### src/rtl/hamming_pkg.sv
// Shared definitions for the Hamming(15,11) encoder/corrector pair: widths, bit layout, FSM states.
// Latency: n/a (constants, types and a pure helper function only).
// Backpressure: n/a.
package hamming_pkg;

    localparam int LARG_DADO    = 11;
    localparam int LARG_PALAVRA = 15;

    // Codeword index receiving each data bit d[i]
    localparam int MAPA_DADO [LARG_DADO] = '{2, 4, 5, 6, 8, 9, 10, 11, 12, 13, 14};

    // Codeword index of each parity bit and the indices it covers
    localparam int POS_PARIDADE [4] = '{0, 1, 3, 7};
    localparam int LISTA_PARIDADE [4][7] = '{
        '{2, 4, 6, 8, 10, 12, 14},
        '{2, 5, 6, 9, 10, 13, 14},
        '{4, 5, 6, 11, 12, 13, 14},
        '{8, 9, 10, 11, 12, 13, 14}
    };

    typedef enum logic [1:0] {OCIOSO, START, DADOS, STOP} estado_t;

    // Error-injection mask: 0 -> no flip, v in 1..15 -> flip codeword bit v-1
    function automatic logic [LARG_PALAVRA-1:0] mascara_erro(input logic [3:0] v);
        return LARG_PALAVRA'((16'd1 << v) >> 1);
    endfunction

endpackage

### src/rtl/codifica_hamming.sv
// Purely combinational Hamming(15,11) encoder using the corrector's bit layout.
// Latency: 0 cycles (combinational).
// Backpressure: none; output follows input.
module codifica_hamming
    import hamming_pkg::*;
(
    input  logic [LARG_DADO-1:0]    dado,
    output logic [LARG_PALAVRA-1:0] palavra
);

    logic paridade;

    // Place data bits, then fill each parity position from the bits it covers
    always_comb begin
        paridade = 1'b0;
        palavra  = '0;
        for (int i = 0; i < LARG_DADO; i++) begin
            palavra[MAPA_DADO[i]] = dado[i];
        end
        for (int p = 0; p < 4; p++) begin
            paridade = 1'b0;
            for (int k = 0; k < 7; k++) begin
                paridade = paridade ^ palavra[LISTA_PARIDADE[p][k]];
            end
            palavra[POS_PARIDADE[p]] = paridade;
        end
    end

endmodule

### src/rtl/codifica_hamming_serial.sv
// Encodes 11-bit words into Hamming(15,11) and sends start + 15 bits LSB first + stop on a serial line.
// Latency: line drops on the acceptance edge; frame is 17*CICLOS_POR_BIT cycles until pronto returns.
// Backpressure: pronto low for the whole frame; dado_valido while busy is ignored (no queuing).
module codifica_hamming_serial
    import hamming_pkg::*;
#(
    parameter int CICLOS_POR_BIT = 4
) (
    input  logic                    clk,
    input  logic                    rst_n,
    input  logic [LARG_DADO-1:0]    dado,
    input  logic                    dado_valido,
    input  logic [3:0]              injeta_erro,
    output logic                    pronto,
    output logic [LARG_PALAVRA-1:0] palavra,
    output logic                    linha_tx,
    output logic                    ocupado
);

    localparam logic [15:0] CB_FIM = 16'(CICLOS_POR_BIT - 1);

    estado_t                 estado;
    logic [15:0]             cb;
    logic [3:0]              nb;
    logic [LARG_PALAVRA-1:0] shift;
    logic [LARG_PALAVRA-1:0] cw;
    logic [LARG_PALAVRA-1:0] cw_inj;
    logic                    fim_bit;

    codifica_hamming u_codifica (
        .dado    (dado),
        .palavra (cw)
    );

    assign cw_inj  = cw ^ mascara_erro(injeta_erro);
    assign fim_bit = (cb == CB_FIM);
    assign pronto  = (estado == OCIOSO);
    assign ocupado = ~pronto;

    // Frame FSM: baud counter, bit counter, shift register and registered line/codeword
    always_ff @(posedge clk or negedge rst_n) begin
        if (!rst_n) begin
            estado   <= OCIOSO;
            linha_tx <= 1'b1;
            palavra  <= '0;
            shift    <= '0;
            cb       <= '0;
            nb       <= '0;
        end else begin
            case (estado)
                OCIOSO: begin
                    linha_tx <= 1'b1;
                    cb       <= '0;
                    nb       <= '0;
                    if (dado_valido) begin
                        palavra  <= cw_inj;
                        shift    <= cw_inj;
                        estado   <= START;
                        linha_tx <= 1'b0;
                    end
                end
                START: begin
                    if (fim_bit) begin
                        cb       <= '0;
                        nb       <= '0;
                        estado   <= DADOS;
                        linha_tx <= shift[0];
                    end else begin
                        cb <= cb + 16'd1;
                    end
                end
                DADOS: begin
                    if (fim_bit) begin
                        cb <= '0;
                        if (nb == 4'd14) begin
                            estado   <= STOP;
                            linha_tx <= 1'b1;
                        end else begin
                            shift    <= {1'b0, shift[LARG_PALAVRA-1:1]};
                            linha_tx <= shift[1];
                            nb       <= nb + 4'd1;
                        end
                    end else begin
                        cb <= cb + 16'd1;
                    end
                end
                STOP: begin
                    if (fim_bit) begin
                        cb     <= '0;
                        estado <= OCIOSO;
                    end else begin
                        cb <= cb + 16'd1;
                    end
                end
                default: begin
                    estado   <= OCIOSO;
                    linha_tx <= 1'b1;
                end
            endcase
        end
    end

endmodule

### config.mk
export PLATFORM = sky130hd
export DESIGN_NAME = codifica_hamming_serial
export DESIGN_NICKNAME = d
export VERILOG_FILES = /design/src/rtl/hamming_pkg.sv /design/src/rtl/codifica_hamming.sv /design/src/rtl/codifica_hamming_serial.sv
export SDC_FILE = /design/constraint.sdc
export NUM_CORES = 1
export LEC_CHECK = 0
export ABC_AREA = 1
export CORE_MARGIN = 5
export CORE_UTILIZATION = 50
export DETAILED_ROUTE_END_ITERATION = 10
export GPL_TIMING_DRIVEN = 0
export MAX_ROUTING_LAYER = met4
export PLACE_DENSITY_LB_ADDON = 0.05
export SETUP_SLACK_MARGIN = 0.15
export SYNTH_ARGS = -nofsm -noshare
export SYNTH_HDL_FRONTEND = slang
export SYNTH_SLANG_ARGS = --single-unit
export TNS_END_PERCENT = 20
### constraint.sdc
create_clock -name clk -period 4.3 [get_ports clk]
set_clock_uncertainty 0.05 [all_clocks]
set_input_delay 0.86 -clock clk [delete_from_list [all_inputs] [get_ports clk]]
set_output_delay 0.86 -clock clk [all_outputs]
set_load 0.005 [all_outputs]
==> run metrics <==
mapped cell area=about 3400 um2; core box area=around 6700 um2; max cap viols=0; Critical Path Stages=4; Setup crit end kind=primary output; FF/Latch Area=1330 um2; biggest fanout along the worst timing path=7; Post-CTS Setup Inserts=0; net count after synthesis=~540; type of the worst min-delay path=in2async; cell type with the highest aggregate area in the netlist=sky130_fd_sc_hd__dfrtp_1; count of nets left with antenna violations after detail routing=0; cells on worst reg2reg path=9; portion of total power attributed to the clock network=14.3%; sum of negative setup slack=0 ns; antenna violations before repair=0; status=completed; P&R area growth vs syn=16.4%; series of cell instances along the critical path=inv_1 -> ha_1 -> inv_1 -> clkdlybuf4s50_1; sequential share of power=37.0%; clock tree from TritonCTS=done; width of the die=about 93 um; most common cell type on the critical path=sky130_fd_sc_hd__inv_1; crit start category=flop; count of distinct cell types in the synthesized netlist=33; final setup slack of the worst path=1.62 ns; number of buffers between clock root and the deepest sink=2; clock transition time at the flip-flop clock pins of the worst setup and hold paths=~0.11 ns; CTS buffer count=5; number of nets in the layout=a little under 600; fraction of final layout cells with drive strength greater than 1=about 5.2%; total buffers and inverters traversed by the critical path=3; portion of total power attributed to combinational logic=about 49%; number of hold buffers added after CTS=0; DRC violation count after routing=0; setup-violating endpoint count in the final report=0; grt ovf=0; reg-to-reg slack, setup=2.40 ns; worst skew pair latency=approximately 0.32 ns; vias in the first global route=about 3,000; Cell Pwr Density=532 nW/um2; number of diodes=0; DRT Wirelength=between 8 and 9 mm; mean instance size in the synthesized netlist=~6.7 um2; type of the worst setup path=reg2out; WL/cell=roughly 13 um; number of instances resized during post-cts repair=0; required time of the critical path=3.39 ns; Int Power=1230 uW; Clock Sinks=53; clock period minus final worst setup slack=2.68 ns; slowest stage cell on the critical path=sky130_fd_sc_hd__clkdlybuf4s50_1; count of buffers inserted at the top-level ports=35; Clock H-tree levels=2; master cell of the clock root buffer=sky130_fd_sc_hd__clkbuf_8; crit share post-route=between 60% and 70%; footprint of the multi-input gates=about 1800 um2; Vias=approximately 3,200; Worst Tran Pin Value=~0.52 ns; Vias/cell=about 5.1; vertical extent of the die=around 93 um; launching point of the worst reg2reg path=estado[0]; placed wire-length estimate=between 6 and 7 mm; GPL Wtd Cong=a little over 0.9; count of warnings emitted by yosys=0; switching power share of the total=between 40% and 50%; worst endpoint data arrival time=around 1.8 ns; Yosys top cell area share=about 38%; switching pwr=slightly below 900 uW; largest incremental delay on the critical path=between 0.5 and 0.6 ns; Max Clock Freq=around 0.37 GHz; # IOs=36; first-pass GRT wire length=around 14 mm; slew margin rel.=between 60% and 70%; number of fill cells=659; count of endpoints failing hold in the final timing report=0; instance count of the mapped netlist=509; destination of the worst register-to-register timing path=shift[1]; Rows=30; length of the first detailed-routing pass in iterations=5; delay-heaviest family, CP=buffers and inverters; initial drt markers=about 210; pin count of the biggest net entering global routing=41; number of flip-flops and latches in the synthesized netlist=53; peak supply drop=approximately 310 uV; RSZ-0062 raised after global routing=false; final slew viol count=0; total global routing track utilization=20.7%; Starting Density=between 50% and 60%; share of the yosys chip area belonging to registers=38.7%; floorplan die area=around 8600 um2; setup slack at placement=roughly 1.7 ns; leakage dissipation=0.00210 uW; synth top area cells=sky130_fd_sc_hd__dfrtp_1 (38%), sky130_fd_sc_hd__nand2_1 (23%), sky130_fd_sc_hd__inv_1 (5.8%)
-- layout by cell type (no fill, tap or decap), types with 2 or more instances in the layout --
master                              n
sky130_fd_sc_hd__nor4_1             2
sky130_fd_sc_hd__nor3_1             6
sky130_fd_sc_hd__clkinvlp_4         2
sky130_fd_sc_hd__inv_2              3
sky130_fd_sc_hd__inv_1             53
sky130_fd_sc_hd__nand4_1           11
sky130_fd_sc_hd__o21ai_0           21
sky130_fd_sc_hd__a21oi_1            4
sky130_fd_sc_hd__o21ai_1           12
sky130_fd_sc_hd__buf_2              7
sky130_fd_sc_hd__clkbuf_8           5
sky130_fd_sc_hd__nor2_1            49
sky130_fd_sc_hd__xnor2_1            2
sky130_fd_sc_hd__nand2_1          207
sky130_fd_sc_hd__nand3_1           34
sky130_fd_sc_hd__dfrtp_1           52
sky130_fd_sc_hd__clkdlybuf4s50_1   34
sky130_fd_sc_hd__ha_1               8
sky130_fd_sc_hd__nor3b_1            2
sky130_fd_sc_hd__xor2_1            19
sky130_fd_sc_hd__clkbuf_1           3
-- worst register-to-register path, stage by stage, from the launching register on --
cell                      delay [ns]
sky130_fd_sc_hd__dfrtp_1        0.40
sky130_fd_sc_hd__inv_1          0.09
sky130_fd_sc_hd__ha_1           0.19
sky130_fd_sc_hd__buf_4          0.17
sky130_fd_sc_hd__inv_1          0.11
sky130_fd_sc_hd__buf_2          0.23
sky130_fd_sc_hd__buf_2          0.27
sky130_fd_sc_hd__nand3_1        0.14
sky130_fd_sc_hd__nand2_1        0.10
sky130_fd_sc_hd__nand2_1        0.05
-- state kept, by name, summed over array words and instances (netlist names) --
signal and cells:
linha_tx 1, shift 15, nb 4, estado 2, cb 16, palavra 15
-- synthesized netlist by cell type (all sizes together) --
master	number
xnor2	2
nand3b	1
or2	2
nand3	35
nand2	207
dfstp	1
nor4	2
ha	8
nor3b	3
a21boi	1
nor2	51
nand4	11
o21ai	33
buf	8
xor2	19
a21oi	5
inv	56
nor3	7
clkbuf	3
mux2i	1
a31oi	1
dfrtp	52
-- how the worst max path moves through the flow --
stage | start | endpoint | slack [ns]
after detailed placement | injeta_erro[3] | shift[10] | 1.74
after global routing | estado[1] | ocupado | 1.52
after CTS | estado[0] | ocupado | 1.57
after global placement | rst_n | palavra[4] | 0.67
after floorplan | injeta_erro[2] | shift[8] | 2.52
final | estado[0] | ocupado | 1.62
-- logic make-up after synthesis --
| kind of cell | Yosys count | synth area share [%] |
|---|---|---|
| buf+inv | 67 | 7.89 |
| flops | 53 | 38.7 |
| simple gates | 319 | 38.7 |
| mux | 1 | 0.292 |
| compound gates | 40 | 6.06 |
| xor+xnor | 21 | 5.37 |
| fa+ha+maj | 8 | 2.92 |
-- routing by layer --
metal	up-vias	wire length [um]	part of all wire, %	global-route usage (%)
met4	0	83	1.0	4.76
li1	1678	-	-	-
met2	63	3980	49	34.4
met1	1495	3780	46	26.5
met3	9	297	3.7	3.25
met5	-	0	0	-
-- per-stage QoR --
stage | area (um2) | hold slack, ns | instances | power, uW | utilization (%)
5_1_grt | 3990 | 0.391 | 633 | 2320 | 59.3
4_1_cts | 3990 | 0.383 | 633 | 2140 | 59.3
3_5_place_dp | 3890 | 0.409 | 625 | 1830 | 57.9
2_1_floorplan | 3430 | 0.394 | 509 | 1430 | -
3_3_place_gp | 3880 | 0.408 | 624 | 1800 | 57.7
6_report | 3990 | 0.377 | 633 | 2120 | 59.3
-- final cells by class --
| type | count | area share (%) |
|---|---|---|
| Multi-Input combinational cell | 389 | 45.9 |
| Clock inverter | 3 | 0.659 |
| Sequential cell | 53 | 33.3 |
| Timing Repair Buffer | 36 | 9.16 |
| Buffer | 11 | 1.51 |
| Tap cell | 80 | 2.51 |
| Inverter | 56 | 5.27 |
| Clock buffer | 5 | 1.73 |
-- power by group through the flow --
stage	combinational (uW)	sequential, uW	clock (uW)
after floorplan	656	778	0
after global placement	1010	790	0
after detailed placement	1040	793	0
after CTS	1050	785	311
after global routing	1170	809	337
final	1030	785	304
Power figures use the tool's default switching activity.
